<file path="src/rtl/DisplayPkg.sv">
// 640x480@60 display timing constants shared by the scan-out stage and the pixel drivers.
package DisplayPkg;

  localparam int unsigned CNT_W = 10;

  localparam int unsigned DISP_H_VISIBLE = 640;
  localparam int unsigned DISP_H_FRONT   = 16;
  localparam int unsigned DISP_H_SYNC    = 96;
  localparam int unsigned DISP_H_BACK    = 48;
  localparam int unsigned DISP_V_VISIBLE = 480;
  localparam int unsigned DISP_V_FRONT   = 10;
  localparam int unsigned DISP_V_SYNC    = 2;
  localparam int unsigned DISP_V_BACK    = 33;

  localparam int unsigned DISP_H_TOTAL =
      DISP_H_VISIBLE + DISP_H_FRONT + DISP_H_SYNC + DISP_H_BACK;
  localparam int unsigned DISP_V_TOTAL =
      DISP_V_VISIBLE + DISP_V_FRONT + DISP_V_SYNC + DISP_V_BACK;
  localparam int unsigned DISP_H_SYNC_START = DISP_H_VISIBLE + DISP_H_FRONT;
  localparam int unsigned DISP_V_SYNC_START = DISP_V_VISIBLE + DISP_V_FRONT;

  // Half-open window test lo <= val < hi, unsigned 10-bit.
  function automatic logic in_window(input logic [CNT_W-1:0] val,
                                     input logic [CNT_W-1:0] lo,
                                     input logic [CNT_W-1:0] hi);
    return (val >= lo) && (val < hi);
  endfunction

endpackage

</file>
<file path="src/rtl/wrap_counter.sv">
// Enabled up-counter that wraps from MAX to 0 and flags the wrapping cycle.
module wrap_counter import DisplayPkg::*; #(
  parameter int unsigned MAX = DISP_H_TOTAL - 1,
  parameter int unsigned W   = CNT_W
) (
  input  logic         clk,
  input  logic         rst_l,
  input  logic         en,
  input  logic         clr,
  output logic [W-1:0] count,
  output logic         wrap
);

  localparam logic [W-1:0] MaxC = W'(MAX);

  logic [W-1:0] r_count;

  assign count = r_count;
  assign wrap  = en && (r_count == MaxC);

  // Count state: synchronous clear has priority over advance.
  always_ff @(posedge clk or negedge rst_l) begin
    if (!rst_l) begin
      r_count <= '0;
    end else if (clr) begin
      r_count <= '0;
    end else if (en) begin
      r_count <= wrap ? '0 : r_count + 1'b1;
    end
  end

endmodule

</file>
<file path="src/rtl/vga_scanout.sv">
// VGA raster generator and registered scan-out of colour, sync and blank to the DAC.
module vga_scanout import DisplayPkg::*; #(
  parameter int unsigned H_VISIBLE = DISP_H_VISIBLE,
  parameter int unsigned H_FRONT   = DISP_H_FRONT,
  parameter int unsigned H_SYNC    = DISP_H_SYNC,
  parameter int unsigned H_BACK    = DISP_H_BACK,
  parameter int unsigned V_VISIBLE = DISP_V_VISIBLE,
  parameter int unsigned V_FRONT   = DISP_V_FRONT,
  parameter int unsigned V_SYNC    = DISP_V_SYNC,
  parameter int unsigned V_BACK    = DISP_V_BACK
) (
  input  logic        clk,
  input  logic        rst_l,
  input  logic [23:0] color_in,
  output logic [9:0]  VGA_row,
  output logic [9:0]  VGA_col,
  output logic [7:0]  VGA_R,
  output logic [7:0]  VGA_G,
  output logic [7:0]  VGA_B,
  output logic        VGA_HS,
  output logic        VGA_VS,
  output logic        VGA_BLANK_N,
  output logic        VGA_SYNC_N,
  output logic        VGA_CLK,
  output logic        frame_start,
  output logic        vblank
);

  localparam int unsigned H_TOTAL = H_VISIBLE + H_FRONT + H_SYNC + H_BACK;
  localparam int unsigned V_TOTAL = V_VISIBLE + V_FRONT + V_SYNC + V_BACK;

  localparam logic [CNT_W-1:0] HVisC    = CNT_W'(H_VISIBLE);
  localparam logic [CNT_W-1:0] HSyncLoC = CNT_W'(H_VISIBLE + H_FRONT);
  localparam logic [CNT_W-1:0] HSyncHiC = CNT_W'(H_VISIBLE + H_FRONT + H_SYNC);
  localparam logic [CNT_W-1:0] VVisC    = CNT_W'(V_VISIBLE);
  localparam logic [CNT_W-1:0] VSyncLoC = CNT_W'(V_VISIBLE + V_FRONT);
  localparam logic [CNT_W-1:0] VSyncHiC = CNT_W'(V_VISIBLE + V_FRONT + V_SYNC);

  logic             r_pix_en;
  logic             r_vga_clk;
  logic             r_frame_start;
  logic [23:0]      r_rgb;
  logic             r_hs;
  logic             r_vs;
  logic             r_blank_n;

  logic [CNT_W-1:0] w_h_cnt;
  logic [CNT_W-1:0] w_v_cnt;
  logic             w_h_wrap;
  logic             w_v_wrap;
  logic             w_visible;
  logic             w_hs;
  logic             w_vs;
  logic [23:0]      w_rgb;

  wrap_counter #(
    .MAX (H_TOTAL - 1),
    .W   (CNT_W)
  ) u_h_cnt (
    .clk   (clk),
    .rst_l (rst_l),
    .en    (r_pix_en),
    .clr   (1'b0),
    .count (w_h_cnt),
    .wrap  (w_h_wrap)
  );

  wrap_counter #(
    .MAX (V_TOTAL - 1),
    .W   (CNT_W)
  ) u_v_cnt (
    .clk   (clk),
    .rst_l (rst_l),
    .en    (w_h_wrap),
    .clr   (1'b0),
    .count (w_v_cnt),
    .wrap  (w_v_wrap)
  );

  // Decode visibility, sync windows and masked colour from the pre-edge counters.
  always_comb begin
    w_visible = (w_h_cnt < HVisC) && (w_v_cnt < VVisC);
    w_hs      = !in_window(w_h_cnt, HSyncLoC, HSyncHiC);
    w_vs      = !in_window(w_v_cnt, VSyncLoC, VSyncHiC);
    w_rgb     = w_visible ? color_in : 24'h0;
  end

  // Pixel-rate enable; VGA_CLK is held as the complement of it so its rise is mid-pixel.
  always_ff @(posedge clk or negedge rst_l) begin
    if (!rst_l) begin
      r_pix_en  <= 1'b0;
      r_vga_clk <= 1'b1;
    end else begin
      r_pix_en  <= ~r_pix_en;
      r_vga_clk <= r_pix_en;
    end
  end

  // Single output register keeps RGB, sync and blank aligned on the same tick.
  always_ff @(posedge clk or negedge rst_l) begin
    if (!rst_l) begin
      r_rgb     <= 24'h0;
      r_hs      <= 1'b1;
      r_vs      <= 1'b1;
      r_blank_n <= 1'b0;
    end else if (r_pix_en) begin
      r_rgb     <= w_rgb;
      r_hs      <= w_hs;
      r_vs      <= w_vs;
      r_blank_n <= w_visible;
    end
  end

  // One-clk pulse following the tick that wraps the raster back to (0,0).
  always_ff @(posedge clk or negedge rst_l) begin
    if (!rst_l) begin
      r_frame_start <= 1'b0;
    end else begin
      r_frame_start <= w_h_wrap && w_v_wrap;
    end
  end

  assign VGA_col     = w_h_cnt;
  assign VGA_row     = w_v_cnt;
  assign VGA_R       = r_rgb[23:16];
  assign VGA_G       = r_rgb[15:8];
  assign VGA_B       = r_rgb[7:0];
  assign VGA_HS      = r_hs;
  assign VGA_VS      = r_vs;
  assign VGA_BLANK_N = r_blank_n;
  assign VGA_SYNC_N  = 1'b0;
  assign VGA_CLK     = r_vga_clk;
  assign frame_start = r_frame_start;
  assign vblank      = (w_v_cnt >= VVisC);

endmodule

</file>
<file path="config.mk">
export PLATFORM = sky130hd
export DESIGN_NAME = vga_scanout
export DESIGN_NICKNAME = d
export VERILOG_FILES = /design/src/rtl/DisplayPkg.sv /design/src/rtl/wrap_counter.sv /design/src/rtl/vga_scanout.sv
export SDC_FILE = /design/constraint.sdc
export NUM_CORES = 1
export LEC_CHECK = 0
export CORE_MARGIN = 5
export CORE_UTILIZATION = 30
export DETAILED_ROUTE_END_ITERATION = 8
export PLACE_DENSITY = 0.6
export SLEW_MARGIN = 30
export SYNTH_ARGS = -nofsm -noshare
export SYNTH_HDL_FRONTEND = slang
export SYNTH_SLANG_ARGS = --single-unit
</file>
<file path="constraint.sdc">
create_clock -name clk -period 5.1 [get_ports clk]
set_input_delay 0.765 -clock clk [delete_from_list [all_inputs] [get_ports clk]]
set_output_delay 0.765 -clock clk [all_outputs]
set_load 0.03 [all_outputs]
</file>
==> results.ini, run 1 <==
[synth]
synth.distinct_cells=41
avgSynthCellArea_sq_um=12.2
async_reset_ff_share_pct=100
synth.area.top_cells=dfrtp_1 55%, a22o_1 11%, dfstp_2 3.7%
synth-edff-count=0
ys.flop_type=dfrtp_1
synth_cells=176
synth_area_sq_mm=0.00215
ys_ff_latch=50
synth_fp_nets=207
ys_seq_area_share_pct=58.3
yosys.area.top_type=dfrtp_1
yosys_warnings=0
synth_top_area_share_pct=54.7

[timing]
rsz0062_at_grt=no
finClkSkew_ns=0.00622
setup_viol_count_final=0
hold_viol_final=0
worstMarginPinSlew_ns=0.782
fin_crit_sh_pct=52.5
whs_ns=0.490
max_freq_ghz=0.374
setup_tns_ns=0
slew_viol_final=0
max_slew_margin_pct=47.5
fin_crit_ns=2.68

[global_routing]
grt_max_degree=51
antenna_found_initial=0
grt_pass1_vias=1685
gr-total-overflow=0
grt_usage_pct=12.4
grt_pass1_wl_um=8770

[setup_path]
critPathCaptureType=output port
r2r_end=r_rgb[14]
cp.depth=3
crit_type=flip-flop to output port
max_stage_delay_ns=0.70
cpMaxStageDelayCell=clkdlybuf4s50_1
required_ns=4.34
rrSetupSlack_ns=3.22
crit_path_cell_trace=nand4_1 -> nand2b_1 -> clkdlybuf4s50_1
timing.rr.start=r_pix_en
crit_buf_inv=1
cp_max_fo=7
arrival_ns=1.91
path_delay_family=buffers and inverters
start_kind=flip-flop
reg2regPathDepth=2

[clock_tree]
cts_hold_buffers=0
root_buffer=clkbuf_8
path_clk_slew_ns=0.09
htree_num_levels=2
clk_latency_ns=0.30
cts_buffer_depth=2
cts_buffers=5
cts_resized=0
clkSinkCount=50
cts_setup_buffers=0
cts_tree=built

[cells_and_area]
fill_cells=668
final_area_sq_mm=0.00311
final_nets=282
layoutNonFillerInstCount=348
antenna_cells=0
syn2layout_area_growth_pct=44.4
fin_util_pct=45.2
drive_above_1_share_pct=9.52

[worst_hold_path]
holdPathStages=1
hold_end=VGA_BLANK_N
hold_path.class=flip-flop to flip-flop
hold_start=VGA_BLANK_N

[floorplanning]
die_area_sq_mm=0.00897
die_w_um=94.7
coreArea_sq_mm=0.00687
start_util_pct=31.3
io_pins=77
die_h_um=94.7
rows=30

[route]
wire_per_inst_um=15.2
wl_um=5300
ant_nets=0
wl_met3_um=368
vias=1638
drtIter0Drc=61
top_layer_used=met4
wl_met1_um=2330
drc=0
met2_length_um=2540
vias_per_cell=4.71
firstDrtPassIters=4

[power]
power.leakage_uw=0.00135
vdd_drop_max_uv=96.4
power_density_mw_per_mm2=250

[place]
portBuffers=75
place_congestion=0.752
hpwl_um=3800
postPlaceCellArea_sq_mm=0.00299
placed_cells=340

[job]
cap_violations=0

[status]
outcome=finished clean

Yosys cell counts, types with 3 or more instances:
library cell,n
nand4_1,3
a22o_1,27
xor2_1,4
inv_1,5
ha_1,5
buf_2,4
nand3_1,8
xnor2_1,6
nand2_1,5
nor2_1,11
dfrtp_1,47
o21ai_0,6
dfstp_2,3
nor3_1,3
layer usage:
metal / vias to the layer above / track usage (%)
li1: 791 / -
met1: 791 / 16.3
met2: 50 / 19.6
met3: 6 / 4.22
met4: 0 / 3.25
met5: - / 0
worst max path at each step:
| stage | start | end | slack, ns |
|---|---|---|---|
| final | u_v_cnt.count[5] | vblank | 2.42 |
| after global routing | u_v_cnt.count[5] | vblank | 2.33 |
| after CTS | u_v_cnt.count[5] | vblank | 2.41 |
| after detailed placement | u_v_cnt.count[5] | vblank | 2.76 |
| after global placement | u_v_cnt.count[5] | vblank | 2.86 |
| after floorplan | u_h_cnt.count[0] | u_v_cnt.count[9] | 3.24 |
state kept, by name (all words and copies together), names as in the netlist:
name and count:
VGA_VS 1, r_rgb 24, frame_start 1, VGA_CLK 1
u_h_cnt.count 10, u_v_cnt.count 10, VGA_HS 1, r_pix_en 1
VGA_BLANK_N 1
kinds of logic (layout without fill, tap and decap cells):
| kind of cell | after synthesis | count (layout) | synth area share (%) |
|---|---|---|---|
| AOI/OAI and AO/OA | 40 | 40 | 14.7 |
| xor gates and xnor gates | 10 | 10 | 4.07 |
| adders and majority gates | 5 | 5 | 2.91 |
| muxes | 3 | 3 | 1.51 |
| other | 1 | 1 | 0.174 |
| DFF | 50 | 50 | 58.3 |
| buffers and inverters | 14 | 90 | 3.02 |
| and+or+nand+nor | 53 | 53 | 15.3 |
layout by cell type, fill, tap and decap left out, types with 2 or more instances in the layout:
cell type,synthesis,final
mux2_2,2,2
a21oi_1,2,2
clkbuf_8,0,6
inv_1,5,5
nand2_1,5,5
nor4b_1,2,2
or3_1,2,2
dfstp_2,3,3
and3_1,2,2
nor2_1,11,10
a22o_1,27,27
nand2b_1,2,2
xnor2_1,6,6
o21ai_0,6,6
ha_1,5,5
nand3_1,8,8
xor2_1,4,4
nor2b_1,2,2
clkdlybuf4s50_1,0,74
and3_2,2,2
nor3_1,3,3
dfrtp_1,47,47
o31ai_1,2,2
nand4_1,3,3
and4_2,2,2
per-stage QoR:
stage,worst slack (ns),power (uW)
after floorplan,3.24,448
after global placement,2.86,497
after detailed placement,2.76,497
after CTS,2.41,794
after global routing,2.33,813
final,2.42,777
final cells by class:
class,count,area [sq um],area share [%]
Sequential cell,50,1250,40.4
Multi-Input combinational cell,112,840,27.0
Timing Repair Buffer,76,753,24.2
Tap cell,96,120,3.87
Clock buffer,7,86.3,2.78
Clock inverter,1,30.0,0.967
Inverter,6,22.5,0.725
power by group:
group	switching, uW	leakage, uW	internal, uW
logic	37.8	0.000678	39.3
registers	4.98	0.000614	406
clock network	129	0.0000585	160
Note: power is estimated with default switching activity, not from simulation.
==> inputs of run 2 (changes only) <==
--- a/config.mk
+++ b/config.mk
@@ -8,7 +8,7 @@
 export CORE_MARGIN = 5
 export CORE_UTILIZATION = 30
 export DETAILED_ROUTE_END_ITERATION = 8
-export PLACE_DENSITY = 0.6
+export PLACE_DENSITY = 0.63
 export SLEW_MARGIN = 30
 export SYNTH_ARGS = -nofsm -noshare
 export SYNTH_HDL_FRONTEND = slang
==> constraint.sdc (replaced) <==
create_clock -name clk -period 2.3 [get_ports clk]
set_input_delay 0.345 -clock clk [delete_from_list [all_inputs] [get_ports clk]]
set_output_delay 0.345 -clock clk [all_outputs]
set_load 0.03 [all_outputs]
==> results.ini, run 2 (synthesized netlist as in run 1, its figures left out) <==
[cells_and_area]
fin_util_pct=45.3
drive_above_1_share_pct=10.9
fill_cells=659
layout.cells.most_common_list=73 x clkdlybuf4s50_1, 47 x dfrtp_1, 27 x a22o_1, 10 x nor2_1, 8 x nand3_1
largest_reg_flops=24
antenna_cells=0
syn2layout_area_growth_pct=44.7
regMostFlops=r_rgb
layout_commonest_cell=clkdlybuf4s50_1
final_nets=286
final_area_sq_mm=0.00311
layoutNonFillerInstCount=352

[setup_path]
cp_max_fo=8
start_kind=flip-flop
arrival_ns=1.56
crit_type=flip-flop to output port
critPathCaptureType=output port
required_ns=1.96
max_stage_delay_ns=0.73
cpMaxStageDelayCell=clkdlybuf4s50_1
crit_path_cell_trace=clkdlybuf4s50_1
path_delay_family=buffers and inverters
crit_buf_inv=1

[clock_tree]
cts_setup_buffers=0
root_buffer=clkbuf_8
clkSinkCount=50
cts_tree=built
path_clk_slew_ns=0.10
htree_num_levels=2
clk_latency_ns=0.30
cts_resized=0
cts_buffer_depth=2
cts_hold_buffers=0
cts_buffers=5

[place]
hpwl_um=3960
portBuffers=75
place_congestion=0.754
postPlaceCellArea_sq_mm=0.00302
place_ws_ns=0.415
placed_cells=344

[route]
vias=1683
vias_per_cell=4.78
ant_nets=0
drtIter0Drc=30
wire_per_inst_um=15.4
firstDrtPassIters=4
wl_um=5430
drc=0

[power]
intPower_uw=1240
power_frac_seq_pct=55.9
swShare_pct=24.1
clkPwrFrac_pct=33.5
vdd_drop_max_uv=267
power_density_mw_per_mm2=524
p_switching_uw=393
power.leakage_uw=0.00138
combPwrFrac_pct=10.6

[timing]
slew_viol_final=0
rsz0062_at_grt=no
setup_tns_ns=0
worstMarginPinSlew_ns=0.832
fin_crit_ns=1.90
hold_viol_final=0
finClkSkew_ns=0.00753
fin_ws_ns=0.398
setup_viol_count_final=0
fin_crit_sh_pct=82.7
max_freq_ghz=0.526
max_slew_margin_pct=44.6

[global_routing]
grt_max_degree=37
antenna_found_initial=0
grt_usage_pct=12.6
busiest_layer=met2
gr-total-overflow=0
grt_pass1_wl_um=8960
grt_use_met2_pct=19.9
grt_use_met1_pct=16.8
grt_pass1_vias=1717
gr-usage-met3_pct=3.82

[floorplanning]
rows=30
die_h_um=94.7
coreArea_sq_mm=0.00687
io_pins=77
die_area_sq_mm=0.00897
die_w_um=94.7
start_util_pct=31.3

[worst_hold_path]
hold_path.class=input port to asynchronous set/reset pin

[job]
cap_violations=0

[status]
outcome=finished clean

[run 2: cell count changes in the layout (fill, tap and decap cells not counted), sizes merged]
cell           change
buf                +4
clkdlybuf4s50      -1
dlymetal6s2s       +1
bufinv             -1
inv                +1
[run 2: cell type report]
cell class | count | area, sq um | share of cell area (%)
clock buffers | 7 | 86.3 | 2.77
clock inverters | 1 | 8.76 | 0.281
inverters | 6 | 22.5 | 0.723
multi-input cells | 112 | 835 | 26.8
flip-flops and latches | 50 | 1250 | 40.3
well taps | 96 | 120 | 3.86
repair buffers | 80 | 786 | 25.2
[run 2: path summary, 6_finish.rpt]
kind,startpoint,to,slack (ns),cells past startpoint
max in group asynchronous,rst_l,r_rgb[4],1.50,2
worst max register to register,u_h_cnt.count[0],u_v_cnt.count[9],0.49,5
worst min-delay path,rst_l,u_h_cnt.count[6],0.13,1
min in group clk,VGA_BLANK_N,VGA_BLANK_N,0.49,1
worst max-delay path,u_h_cnt.count[4],VGA_col[4],0.40,1
worst min register to register,VGA_BLANK_N,VGA_BLANK_N,0.49,1
[run 2: metal layers]
layer / vias to the layer above / share of wire (%)
li1: 799 / -
met1: 836 / 45
met2: 44 / 49
met3: 4 / 5.6
met4: 0 / 0.66
met5: - / 0
[run 2: power groups by stage]
stage	clock network [uW]	logic [uW]	registers, uW
floorplan	0	21.7	972
global placement	0	175	929
detailed placement	0	176	929
CTS	568	176	912
global route	602	183	915
finish	546	172	912
[run 2: metrics by stage]
stage	power, uW	hold WS [ns]
6_report	1630	0.133
5_1_grt	1700	0.192
4_1_cts	1660	0.154
3_5_place_dp	1100	0.473
3_3_place_gp	1100	0.473
2_1_floorplan	994	0.0494
==> inputs of run 3 (changes only) <==
==> constraint.sdc (replaced) <==
create_clock -name clk -period 1.6 [get_ports clk]
set_input_delay 0.24 -clock clk [delete_from_list [all_inputs] [get_ports clk]]
set_output_delay 0.24 -clock clk [all_outputs]
set_load 0.03 [all_outputs]
==> results.ini, run 3 (synthesized netlist as in run 1, its figures left out) <==
[cells_and_area]
regMostFlops=r_rgb
antenna_cells=0
drive_above_1_share_pct=20.9
fill_cells=665
final_nets=303
layout_commonest_cell=dfrtp_1
syn2layout_area_growth_pct=55.4
layout.cells.most_common_list=39 x dfrtp_1, 32 x dlygate4sd2_1, 27 x a22o_1, 26 x clkdlybuf4s50_1, 17 x buf_4
largest_reg_flops=24
fin_util_pct=48.7

[setup_path]
path_delay_family=simple AND/OR/NAND/NOR gates
crit_path_cell_trace=or3_4 -> nor4_4 -> nor2_2 -> mux2_2
cp_max_fo=5
critPathCaptureType=flip-flop
crit_type=flip-flop to flip-flop
max_stage_delay_ns=0.41
cpMaxStageDelayCell=dfrtp_2
crit_buf_inv=0
arrival_ns=1.78
start_kind=flip-flop
required_ns=1.79

[timing]
max_freq_ghz=0.630
fin_crit_sh_pct=99.2
hold_viol_final=0
setup_viol_count_final=0
fin_crit_ns=1.59
rsz0062_at_grt=yes
finClkSkew_ns=0.00360
slew_viol_final=0

[clock_tree]
cts_buffers=5
cts_tree=built
path_clk_slew_ns=0.09
cts_buffer_depth=2
clkSinkCount=50
clk_latency_ns=0.30
htree_num_levels=2
root_buffer=clkbuf_8

[global_routing]
grt_max_degree=51
antenna_found_initial=0
grt_pass1_vias=1791
gr-total-overflow=0
grt_pass1_wl_um=8850
grt_usage_pct=12.5

[place]
hpwl_um=3950
portBuffers=75
place_congestion=0.768

[floorplanning]
die_h_um=94.7
start_util_pct=31.3
io_pins=77
coreArea_sq_mm=0.00687
die_area_sq_mm=0.00897
die_w_um=94.7
rows=30

[power]
power_frac_seq_pct=53.7
clkPwrFrac_pct=36.4
swShare_pct=22.9
power_uw=2440
vdd_drop_max_uv=306
power_density_mw_per_mm2=729
p_switching_uw=558
power.leakage_uw=0.00167
combPwrFrac_pct=9.9
intPower_uw=1880

[route]
vias_per_cell=4.66
ant_nets=0
drtIter0Drc=37
met2_length_um=2760
drc=0
wl_um=5540
wire_per_inst_um=15.0
wl_met1_um=2440
wl_met3_um=284
firstDrtPassIters=4
top_layer_used=met4
vias=1719

[worst_hold_path]
hold_path.class=input port to asynchronous set/reset pin

[status]
outcome=finished clean

[job]
cap_violations=0

run 3: changes by cell type in the layout (fill, tap and decap cells not counted), moves of 3 or more:
cell / previous run / this run
buf_4: 5 / 17
buf_6: 0 / 3
clkdlybuf4s50_1: 73 / 26
dfrtp_1: 47 / 39
dfrtp_2: 0 / 8
dlygate4sd2_1: 0 / 32
dlymetal6s2s_1: 1 / 15
run 3: final cells by class:
| cell class | instances | area [sq um] | area share, % |
|---|---|---|---|
| sequential | 50 | 1260 | 37.8 |
| timing repair buffer | 97 | 945 | 28.2 |
| multi-input combinational | 112 | 882 | 26.4 |
| tap | 96 | 120 | 3.59 |
| clock buffer | 6 | 72.6 | 2.17 |
| clock inverter | 2 | 37.5 | 1.12 |
| inverter | 6 | 22.5 | 0.673 |
run 3: path summary, 6_finish.rpt:
kind / end / from / slack [ns] / depth (start not counted)
worst max register to register: u_v_cnt.count[0] / u_v_cnt.count[8] / 0.01 / 4
worst min register to register: VGA_HS / VGA_HS / 0.49 / 2
max in group asynchronous: VGA_HS / rst_l / 0.86 / 3
worst min-delay path: u_v_cnt.count[6] / rst_l / 0.45 / 3
worst max-delay path: u_v_cnt.count[0] / u_v_cnt.count[8] / 0.01 / 4
min in group clk: VGA_HS / VGA_HS / 0.49 / 2
run 3: power groups by stage:
stage | Combinational [uW] | Sequential (uW) | Clock (uW)
after CTS | 250 | 1310 | 930
after detailed placement | 255 | 1330 | 0
final | 242 | 1310 | 887
after floorplan | 31.1 | 1400 | 0
after global placement | 253 | 1330 | 0
after global routing | 257 | 1310 | 980
run 3: metal layers:
metal,track usage [%],vias up
met5,0,-
li1,-,833
met4,2.76,0
met1,16.2,831
met3,3.67,7
met2,20.6,48
run 3: timing repair:
| item | in CTS | in global routing |
|---|---|---|
| endpoints found under the hold margin | 47 | 0 |
| hold buffers | 1 | 0 |
| endpoints found under the setup margin | 33 | 22 |
| setup buffers | 0 | 7 |
| gates resized for setup | 32 | 25 |
| cloned | 0 | 0 |
| pin swaps | 0 | 6 |
run 3: per-stage QoR:
| stage | setup WS [ns] | cell area (sq um) | setup TNS, ns | std cells | hold WS [ns] |
|---|---|---|---|---|---|
| global route | -0.102 | 3340 | -0.295 | 369 | 0.476 |
| detailed placement | 0.00648 | 3140 | 0 | 353 | 0.257 |
| floorplan | -0.0142 | 2200 | -0.0206 | 176 | -0.0556 |
| CTS | -0.00998 | 3220 | -0.00998 | 362 | 0.463 |
| global placement | 0.0587 | 3140 | 0 | 353 | 0.254 |
| finish | 0.0134 | 3340 | 0 | 369 | 0.451 |
run 3: worst register-to-register path, delay by kind of cell (launching register included):
family,cells,cell delay [ns]
multiplexers,1,0.27
AND/OR/NAND/NOR,3,0.80
flip-flops,1,0.41
